[src/rtl/mips_mem_pkg.sv]
// ---------------------------------------------------------------------------
// mips_mem_pkg
//   Shared definitions for the MEM-stage controller:
//     - load/store opcodes (IR[31:26])
//     - FSM state encoding for the data-memory transaction
//     - internal load-type encoding used to extend returned read data
//     - bit offsets of the fields inside the 128-bit EXE->MEM bundle
//     - bit positions of the address exceptions in MEM_OUT_EXC
// ---------------------------------------------------------------------------
package mips_mem_pkg;

    // Memory opcodes
    localparam logic [5:0] OP_LB  = 6'b100000;
    localparam logic [5:0] OP_LH  = 6'b100001;
    localparam logic [5:0] OP_LW  = 6'b100011;
    localparam logic [5:0] OP_LBU = 6'b100100;
    localparam logic [5:0] OP_LHU = 6'b100101;
    localparam logic [5:0] OP_SB  = 6'b101000;
    localparam logic [5:0] OP_SH  = 6'b101001;
    localparam logic [5:0] OP_SW  = 6'b101011;

    // Transaction FSM
    typedef enum logic [1:0] {
        IDLE = 2'd0,
        REQ  = 2'd1,
        DONE = 2'd2
    } state_e;

    // How returned read data is selected and extended.
    // LD_NONE is used for stores so the captured DR stays zero.
    typedef enum logic [2:0] {
        LD_NONE = 3'd0,
        LD_B    = 3'd1,
        LD_BU   = 3'd2,
        LD_H    = 3'd3,
        LD_HU   = 3'd4,
        LD_W    = 3'd5
    } ld_type_e;

    // Field LSB positions in MEM_IN / MEM_OUT (each field is 32 bits)
    localparam int IR_LSB  = 96;
    localparam int PC4_LSB = 64;
    localparam int AO_LSB  = 32;
    localparam int RT_LSB  = 0;

    // Exception bit positions in MEM_OUT_EXC
    localparam int EXC_ADES = 6;
    localparam int EXC_ADEL = 5;

endpackage

[src/rtl/mem_align.sv]
// ---------------------------------------------------------------------------
// mem_align
//   Purely combinational helper for the MEM stage.
//   Decode side (driven from the live bundle):
//     op        in   opcode IR[31:26]
//     ao        in   effective address
//     rt        in   store source register value
//     is_load   out  opcode is LB/LH/LW/LBU/LHU
//     is_store  out  opcode is SB/SH/SW
//     align_err out  address misaligned for the access size
//     ld_kind   out  ld_type_e of the load (LD_NONE for non-loads)
//     st_wstrb  out  little-endian byte enables for a store
//     st_wdata  out  store data replicated across the enabled lanes
//   Extract side (driven from the latched request):
//     ex_kind   in   ld_type_e captured when the request was issued
//     ex_off    in   AO[1:0] captured when the request was issued
//     rdata     in   raw word from data memory
//     ld_data   out  selected and sign/zero-extended load value
// ---------------------------------------------------------------------------
module mem_align
    import mips_mem_pkg::*;
(
    input  logic [5:0]  op,
    input  logic [31:0] ao,
    input  logic [31:0] rt,
    output logic        is_load,
    output logic        is_store,
    output logic        align_err,
    output logic [2:0]  ld_kind,
    output logic [3:0]  st_wstrb,
    output logic [31:0] st_wdata,
    input  logic [2:0]  ex_kind,
    input  logic [1:0]  ex_off,
    input  logic [31:0] rdata,
    output logic [31:0] ld_data
);

    // Decode, alignment check and store lane steering
    always_comb begin
        // NOTE: every output gets a default before the case so no path leaves
        // one unassigned, which would otherwise infer a latch.
        is_load   = 1'b0;
        is_store  = 1'b0;
        align_err = 1'b0;
        ld_kind   = LD_NONE;
        st_wstrb  = 4'b0000;
        st_wdata  = 32'h0;
        case (op)
            OP_LB: begin
                is_load = 1'b1;
                ld_kind = LD_B;
            end
            OP_LBU: begin
                is_load = 1'b1;
                ld_kind = LD_BU;
            end
            OP_LH: begin
                is_load   = 1'b1;
                ld_kind   = LD_H;
                align_err = ao[0];
            end
            OP_LHU: begin
                is_load   = 1'b1;
                ld_kind   = LD_HU;
                align_err = ao[0];
            end
            OP_LW: begin
                is_load   = 1'b1;
                ld_kind   = LD_W;
                align_err = |ao[1:0];
            end
            OP_SB: begin
                is_store = 1'b1;
                st_wstrb = 4'b0001 << ao[1:0];
                st_wdata = {4{rt[7:0]}};
            end
            OP_SH: begin
                is_store  = 1'b1;
                align_err = ao[0];
                st_wstrb  = 4'b0011 << ao[1:0];
                st_wdata  = {2{rt[15:0]}};
            end
            OP_SW: begin
                is_store  = 1'b1;
                align_err = |ao[1:0];
                st_wstrb  = 4'b1111;
                st_wdata  = rt;
            end
            default: ;
        endcase
    end

    // Load extraction: pick the addressed byte/half, then extend
    logic [7:0]  byte_sel;
    logic [15:0] half_sel;

    always_comb begin
        case (ex_off)
            2'd0:    byte_sel = rdata[7:0];
            2'd1:    byte_sel = rdata[15:8];
            2'd2:    byte_sel = rdata[23:16];
            default: byte_sel = rdata[31:24];
        endcase
        half_sel = ex_off[1] ? rdata[31:16] : rdata[15:0];

        case (ld_type_e'(ex_kind))
            LD_B:    ld_data = {{24{byte_sel[7]}}, byte_sel};
            LD_BU:   ld_data = {24'h0, byte_sel};
            LD_H:    ld_data = {{16{half_sel[15]}}, half_sel};
            LD_HU:   ld_data = {16'h0, half_sel};
            LD_W:    ld_data = rdata;
            default: ld_data = 32'h0;
        endcase
    end

endmodule

[src/rtl/mem_stage_ctrl.sv]
// ---------------------------------------------------------------------------
// mem_stage_ctrl
//   MEM-stage controller consuming the EXE->MEM register. Decodes the bundle,
//   runs one data-memory transaction per load/store over a req/ack bus,
//   raises adel/ades on misaligned accesses and paces the upstream register
//   through MEM_over / MEM_allow_in.
//
//   Ports
//     clk            in   rising-edge clock
//     reset          in   asynchronous active-low reset
//     cancel         in   exception flush from CP0
//     WB_allow_in    in   MEM->WB register can accept
//     MEM_IN         in   {IR, PC4, AO, RT}; IR == 0 is a bubble
//     MEM_IN_EXC     in   upstream flags {ov, ri, break, syscall, if_adel}
//     MEM_IN_DELAY   in   delay-slot flag
//     MEM_over       out  result valid this cycle
//     MEM_allow_in   out  MEM_over & WB_allow_in
//     MEM_OUT        out  {IR, PC4, AO, DR}
//     MEM_OUT_EXC    out  {ades, adel, MEM_IN_EXC}
//     MEM_OUT_DELAY  out  MEM_IN_DELAY pass-through
//     mem_badvaddr   out  AO on an address exception, else 0
//     dm_req         out  request, held until dm_ack
//     dm_wr          out  1 = store
//     dm_addr        out  word-aligned address
//     dm_wstrb       out  byte enables
//     dm_wdata       out  store data
//     dm_ack         in   request accepted; dm_rdata valid this cycle
//     dm_rdata       in   read data
// ---------------------------------------------------------------------------
module mem_stage_ctrl
    import mips_mem_pkg::*;
(
    input  logic         clk,
    input  logic         reset,
    input  logic         cancel,
    input  logic         WB_allow_in,
    input  logic [127:0] MEM_IN,
    input  logic [4:0]   MEM_IN_EXC,
    input  logic         MEM_IN_DELAY,
    output logic         MEM_over,
    output logic         MEM_allow_in,
    output logic [127:0] MEM_OUT,
    output logic [6:0]   MEM_OUT_EXC,
    output logic         MEM_OUT_DELAY,
    output logic [31:0]  mem_badvaddr,
    output logic         dm_req,
    output logic         dm_wr,
    output logic [31:0]  dm_addr,
    output logic [3:0]   dm_wstrb,
    output logic [31:0]  dm_wdata,
    input  logic         dm_ack,
    input  logic [31:0]  dm_rdata
);

    // Bundle fields
    logic [31:0] ir, pc4, ao, rt;
    assign ir  = MEM_IN[IR_LSB  +: 32];
    assign pc4 = MEM_IN[PC4_LSB +: 32];
    assign ao  = MEM_IN[AO_LSB  +: 32];
    assign rt  = MEM_IN[RT_LSB  +: 32];

    // Decode / steering / extraction
    logic        is_load, is_store, align_err;
    logic [2:0]  ld_kind;
    logic [3:0]  st_wstrb;
    logic [31:0] st_wdata;
    logic [31:0] ld_data;

    // Latched request, stable from issue until ack regardless of MEM_IN
    logic        lat_wr;
    logic [31:0] lat_addr;
    logic [3:0]  lat_wstrb;
    logic [31:0] lat_wdata;
    logic [2:0]  lat_ld_kind;
    logic [1:0]  lat_off;

    logic [31:0] dr_q;
    logic        drop_q;
    state_e      state_q, state_d;

    mem_align u_align (
        .op        (ir[31:26]),
        .ao        (ao),
        .rt        (rt),
        .is_load   (is_load),
        .is_store  (is_store),
        .align_err (align_err),
        .ld_kind   (ld_kind),
        .st_wstrb  (st_wstrb),
        .st_wdata  (st_wdata),
        .ex_kind   (lat_ld_kind),
        .ex_off    (lat_off),
        .rdata     (dm_rdata),
        .ld_data   (ld_data)
    );

    logic adel, ades, mem_op, start;
    assign adel   = is_load  & align_err;
    assign ades   = is_store & align_err;
    // Anything flagged upstream or misaligned completes without touching memory
    assign mem_op = (is_load | is_store) & ~(|MEM_IN_EXC) & ~align_err;
    assign start  = (state_q == IDLE) & mem_op & ~cancel;

    // ---------------- FSM: state register ----------------
    always_ff @(posedge clk or negedge reset) begin
        // NOTE: sequential state uses non-blocking assignments so every
        // register samples the pre-edge values of the others.
        if (!reset) state_q <= IDLE;
        else        state_q <= state_d;
    end

    // ---------------- FSM: next state ----------------
    always_comb begin
        state_d = state_q;
        case (state_q)
            IDLE: if (mem_op && !cancel) state_d = REQ;
            // A cancel arriving in the ack cycle drops the result as well
            REQ:  if (dm_ack) state_d = (drop_q || cancel) ? IDLE : DONE;
            DONE: if (WB_allow_in || cancel) state_d = IDLE;
            default: state_d = IDLE;
        endcase
    end

    // ---------------- FSM: outputs ----------------
    always_comb begin
        MEM_over = 1'b0;
        dm_req   = 1'b0;
        case (state_q)
            IDLE: MEM_over = ~mem_op & ~cancel;
            REQ:  dm_req   = 1'b1;
            DONE: MEM_over = ~cancel;
            default: ;
        endcase
    end

    // ---------------- Request latch, drop flag, DR register ----------------
    always_ff @(posedge clk or negedge reset) begin
        if (!reset) begin
            lat_wr      <= 1'b0;
            lat_addr    <= 32'h0;
            lat_wstrb   <= 4'h0;
            lat_wdata   <= 32'h0;
            lat_ld_kind <= LD_NONE;
            lat_off     <= 2'd0;
            drop_q      <= 1'b0;
            dr_q        <= 32'h0;
        end else begin
            if (start) begin
                lat_wr      <= is_store;
                lat_addr    <= {ao[31:2], 2'b00};
                lat_wstrb   <= is_store ? st_wstrb : 4'h0;
                lat_wdata   <= is_store ? st_wdata : 32'h0;
                lat_ld_kind <= ld_kind;
                lat_off     <= ao[1:0];
            end

            // The bus transaction cannot be retracted, so a cancel in REQ is
            // remembered until the ack and then the result is discarded.
            if (state_q == REQ) begin
                if (dm_ack)      drop_q <= 1'b0;
                else if (cancel) drop_q <= 1'b1;
            end else begin
                drop_q <= 1'b0;
            end

            if (state_q == REQ && dm_ack) dr_q <= ld_data;
        end
    end

    // ---------------- Bus and bundle outputs ----------------
    assign dm_wr    = lat_wr;
    assign dm_addr  = lat_addr;
    assign dm_wstrb = lat_wstrb;
    assign dm_wdata = lat_wdata;

    assign MEM_allow_in  = MEM_over & WB_allow_in;
    assign MEM_OUT_DELAY = MEM_IN_DELAY;

    // DR is only meaningful once a load has completed
    logic [31:0] dr_out;
    assign dr_out  = (state_q == DONE && is_load) ? dr_q : 32'h0;
    assign MEM_OUT = {ir, pc4, ao, dr_out};

    always_comb begin
        MEM_OUT_EXC           = {2'b00, MEM_IN_EXC};
        MEM_OUT_EXC[EXC_ADES] = ades;
        MEM_OUT_EXC[EXC_ADEL] = adel;
    end

    assign mem_badvaddr = (adel | ades) ? ao : 32'h0;

endmodule
[config.mk]
export PLATFORM = sky130hd
export DESIGN_NAME = mem_stage_ctrl
export DESIGN_NICKNAME = d
export VERILOG_FILES = /design/src/rtl/mips_mem_pkg.sv /design/src/rtl/mem_align.sv /design/src/rtl/mem_stage_ctrl.sv
export SDC_FILE = /design/constraint.sdc
export NUM_CORES = 1
export LEC_CHECK = 0
export ABC_AREA = 1
export CORE_AREA = 2 2 160 162
export CTS_CLUSTER_SIZE = 10
export DETAILED_ROUTE_END_ITERATION = 10
export DIE_AREA = 0 0 162 164
export SETUP_SLACK_MARGIN = 0.15
export SYNTH_ARGS = -nofsm -noshare
export SYNTH_HDL_FRONTEND = slang
export SYNTH_SLANG_ARGS = --single-unit
[constraint.sdc]
create_clock -name clk -period 1.79 [get_ports clk]
set_clock_uncertainty 0.1 [all_clocks]
set_input_delay 0.179 -clock clk [delete_from_list [all_inputs] [get_ports clk]]
set_output_delay 0.179 -clock clk [all_outputs]
set_load 0.05 [all_outputs]
==> load_flow_metrics.sql, run 1 <==
INSERT INTO impl_metrics (metric_group, metric, value, unit) VALUES
('placed_design', 'placedCellCount', '1570', ''),
('routing', 'drt-vias-per-instance', '4.748', ''),
('floorplanning', 'dieHeight', '164', 'microns'),
('setup_path', 'critical_path.slowest_cell', 'sky130_fd_sc_hd__dfrtp_1', ''),
('logic_synthesis', 'synthesis.yosys.warnings', '0', ''),
('setup_path', 'max_stage_delay_on_crit_path', '0.40', 'ns'),
('routing', 'wl_met1', '12150', 'microns'),
('logic_synthesis', 'synth_seq_cells', '107', ''),
('power', 'total_leakage_power', '6.480', 'nW'),
('floorplanning', 'num_io_pins', '411', ''),
('sta', 'slew_viols_final', '0', ''),
('routing', 'drtPass1Iterations', '6', ''),
('floorplanning', 'die-area', '26570', 'sq um'),
('clocking', 'h-tree-depth', '3', ''),
('clocking', 'max-clock-path-buffers', '2', ''),
('cells_and_area', 'post-route-cell-area', '13080', 'sq um'),
('power', 'power_frac_clock', '33.0', '%'),
('sta', 'post-route-worst-setup-slack', '-0.1443', 'ns'),
('global_routing', 'total_congestion_overflow_after_global_routing', '0', ''),
('status', 'failed_checks', 'negative setup slack', ''),
('routing', 'wirelength', '29420', 'microns'),
('logic_synthesis', 'synth_edf_count', '0', ''),
('global_routing', 'track_usage', '20.27', '%'),
('status', 'status', 'complete, but fails checks', ''),
('logic_synthesis', 'yosysSeqAreaShare', '37.77', '%'),
('min_path', 'min_path_type', 'primary input to flip-flop', ''),
('setup_path', 'criticalPathCategory', 'flip-flop to output pin', ''),
('logic_synthesis', 'synthFlopType', 'sky130_fd_sc_hd__dfrtp_1', ''),
('setup_path', 'worstPathRequired', '1.51', 'ns'),
('cells_and_area', 'fin_nets', '1473', ''),
('global_routing', 'largest_net_degree_at_the_start_of_global_routing', '108', ''),
('cells_and_area', 'multi_input_comb_area', '3730', 'sq um'),
('routing', 'met2RoutedLength', '14520', 'microns'),
('logic_synthesis', 'synthesis.instances', '1032', ''),
('power', 'vdd_ir_drop_max', '0.3147', 'mV'),
('global_routing', 'grt_pass1_vias', '7389', ''),
('clocking', 'cts_root_buf', 'sky130_fd_sc_hd__clkbuf_16', ''),
('routing', 'wl_met3', '2108', 'microns'),
('clocking', 'worst_skew_pair.late_latency', '0.35', 'ns'),
('logic_synthesis', 'mean_area_per_synthesized_cell', '6.869', 'sq um'),
('placed_design', 'detailed_place.area', '11300', 'sq um'),
('setup_path', 'worstPathCellList', 'inv_2 -> nor2_4 -> nand2_8 -> buf_12 -> nor2_4 -> buf_12', ''),
('routing', 'detailroute.via_count', '7772', ''),
('min_path', 'hold_path_startpoint', 'MEM_IN[124]', ''),
('cells_and_area', 'sequential_cell_area', '2679', 'sq um'),
('routing', 'detail_route.wl_per_cell', '17.97', 'microns'),
('global_routing', 'number_of_antenna_violations_at_the_first_check_in_global_routing', '0', ''),
('cells_and_area', 'num-fill-cells', '2269', ''),
('cells_and_area', 'share_of_cells_above_drive_strength_1', '38.41', '%'),
('placed_design', 'gp_congestion', '0.8492', ''),
('floorplanning', 'floorplan.die.width', '162', 'microns'),
('power', 'switching_fraction_of_total_power', '32.92', '%'),
('routing', 'antenna_violating_nets_post_route', '0', ''),
('clocking', 'clkTransAtPathRegs', '0.08', 'ns'),
('sta', 'timing.final.setup_violations', '31', ''),
('sta', 'timing.max_slew.rel_slack', '56.15', '%'),
('cells_and_area', 'antenna_cells', '0', ''),
('power', 'pwr-share-seq', '40.5', '%'),
('routing', 'top_signal_layer_used', 'met4', ''),
('sta', 'period_share', '108.1', '%'),
('sta', 'setup_repair_after_global_routing_missed_its_margin', 'yes', ''),
('setup_path', 'worstPathMaxFanout', '8', ''),
('setup_path', 'rr_startpoint', 'state_q[1]$_DFFE_PN0P_', ''),
('placed_design', 'portBuffers', '290', ''),
('routing', 'drc_errors', '0', ''),
('cells_and_area', 'areaGrowthSynthToFinish', '84.47', '%'),
('sta', 'period_minus_slack', '1.934', 'ns'),
('routing', 'drt_iter0_markers', '414', ''),
('floorplanning', 'initial_core_util', '28.56', '%'),
('logic_synthesis', 'syn-cell-area', '7089', 'sq um'),
('global_routing', 'first_pass_grt_wire_length', '42090', 'microns');
## metrics by stage
step | hold slack, ns | total power, mW | setup WS [ns] | setup TNS, ns
floorplan | -0.2166 | 3.657 | 0.03116 | 0
global placement | 0.2156 | 4.101 | -0.4913 | -60.53
detailed placement | 0.2101 | 4.109 | -0.5224 | -64.08
CTS | 0.2167 | 6.255 | -0.1413 | -3.497
global route | 0.2581 | 6.463 | -0.2038 | -5.506
finish | 0.2264 | 6.232 | -0.1443 | -3.956
## routing by layer
layer,global-route usage [%],vias to the layer above
met1,26.34,3660
li1,-,3712
met2,33.83,351
met4,5.833,0
met3,4.621,49
met5,0,-
## state kept, by name (all words and copies together), names as in the netlist
name,count
dm_addr,30
dm_wdata,32
dm_wr,1
dm_wstrb,4
dr_q,32
drop_q,1
lat_ld_kind,3
lat_off,2
state_q,2
## cell usage after synthesis (9+ instances only)
cell type / instances / area share, %
sky130_fd_sc_hd__nand2_1: 317 / 17
sky130_fd_sc_hd__inv_1: 120 / 6.4
sky130_fd_sc_hd__buf_4: 107 / 11
sky130_fd_sc_hd__dfrtp_1: 107 / 38
sky130_fd_sc_hd__nor2_1: 93 / 4.9
sky130_fd_sc_hd__nand4_1: 74 / 6.5
sky130_fd_sc_hd__o21ai_0: 52 / 3.7
sky130_fd_sc_hd__nand3_1: 47 / 3.3
sky130_fd_sc_hd__clkbuf_1: 39 / 2.1
sky130_fd_sc_hd__a21oi_1: 12 / 0.85
sky130_fd_sc_hd__a22oi_1: 10 / 1.1
sky130_fd_sc_hd__a31oi_1: 9 / 0.79
sky130_fd_sc_hd__buf_2: 9 / 0.64
## final timing paths
check,depth (start not counted),slack (ns),endpoint
max in group asynchronous,3,0.71,dm_addr[4]$_DFFE_PN0P_
worst min register to register,2,0.38,dm_wdata[20]$_DFFE_PN0P_
min in group asynchronous,3,0.34,dr_q[11]$_DFFE_PN0P_
worst max-delay path,6,-0.14,MEM_OUT[10]
worst min-delay path,6,0.23,lat_ld_kind[1]$_DFFE_PN0P_
worst max register to register,9,0.04,dm_addr[11]$_DFFE_PN0P_
## timing repair
action | CTS | global route
gates cloned | 5 | 15
setup endpoints to repair | 167 | 161
buffers inserted | 18 | 12
pin swaps | 44 | 38
resized for setup | 159 | 116
endpoints found under the hold margin | 107 | 0
hold buffers | 1 | 0
## final cells by class
cell class | count | area share, %
clock buffers | 9 | 1.722
clock inverters | 7 | 0.5358
inverters | 126 | 3.846
multi-input cells | 637 | 28.52
flip-flops and latches | 107 | 20.48
well taps | 330 | 3.157
repair buffers | 420 | 41.68
repair inverters | 1 | 0.05741
## cells by family after synthesis
logic type,after synthesis,synth area share (%)
AND/OR/NAND/NOR,542,32.77
buffers and inverters,290,22.03
flip-flops,107,37.77
other,1,0.05290
AO/OA/AOI/OAI,92,7.377
## worst max-delay path: cells and delay by family, from the launching register on
| family | cells | cell delay [ns] |
|---|---|---|
| buffers and inverters | 3 | 0.39 |
| DFF | 1 | 0.40 |
| and+or+nand+nor | 3 | 0.49 |
## power groups by stage
stage | clock (mW) | sequential [mW] | combinational [mW]
2_1_floorplan | 0 | 2.70 | 0.958
3_3_place_gp | 0 | 2.56 | 1.54
3_5_place_dp | 0 | 2.57 | 1.54
4_1_cts | 2.11 | 2.52 | 1.63
5_1_grt | 2.19 | 2.53 | 1.74
6_report | 2.05 | 2.52 | 1.65
## cells in the final DEF, fill, tap and decap left out, types with 3 or more instances in the layout
| cell | synthesis | layout |
|---|---|---|
| sky130_fd_sc_hd__o21ai_1 | 0 | 10 |
| sky130_fd_sc_hd__buf_16 | 0 | 6 |
| sky130_fd_sc_hd__dfrtp_1 | 107 | 106 |
| sky130_fd_sc_hd__nor2_4 | 1 | 75 |
| sky130_fd_sc_hd__buf_12 | 0 | 127 |
| sky130_fd_sc_hd__o22ai_1 | 4 | 4 |
| sky130_fd_sc_hd__clkinvlp_4 | 0 | 3 |
| sky130_fd_sc_hd__inv_1 | 120 | 108 |
| sky130_fd_sc_hd__clkbuf_16 | 0 | 19 |
| sky130_fd_sc_hd__nand3_2 | 2 | 11 |
| sky130_fd_sc_hd__a21oi_1 | 12 | 11 |
| sky130_fd_sc_hd__nand2_1 | 317 | 264 |
| sky130_fd_sc_hd__dlygate4sd2_1 | 0 | 8 |
| sky130_fd_sc_hd__nor2_2 | 4 | 5 |
| sky130_fd_sc_hd__a31oi_1 | 9 | 9 |
| sky130_fd_sc_hd__buf_4 | 107 | 134 |
| sky130_fd_sc_hd__nand4_1 | 74 | 74 |
| sky130_fd_sc_hd__a22oi_1 | 10 | 9 |
| sky130_fd_sc_hd__o21ai_0 | 52 | 41 |
| sky130_fd_sc_hd__nand2_4 | 0 | 14 |
| sky130_fd_sc_hd__buf_6 | 8 | 24 |
| sky130_fd_sc_hd__buf_8 | 0 | 8 |
| sky130_fd_sc_hd__clkdlybuf4s50_1 | 0 | 97 |
| sky130_fd_sc_hd__nand2_2 | 2 | 41 |
| sky130_fd_sc_hd__inv_2 | 5 | 12 |
| sky130_fd_sc_hd__nor2_1 | 93 | 18 |
| sky130_fd_sc_hd__nand3_1 | 47 | 37 |
Note: power is estimated with default switching activity, not from simulation.
==> run 2, diff against run 1 <==
Settings changed: CTS_BUF_LIST set to sky130_fd_sc_hd__clkbuf_8 sky130_fd_sc_hd__clkbuf_16, SLEW_MARGIN set to 20.
==> results of run 2 <==
The final DEF is identical to that of run 1; final timing and power are the same.
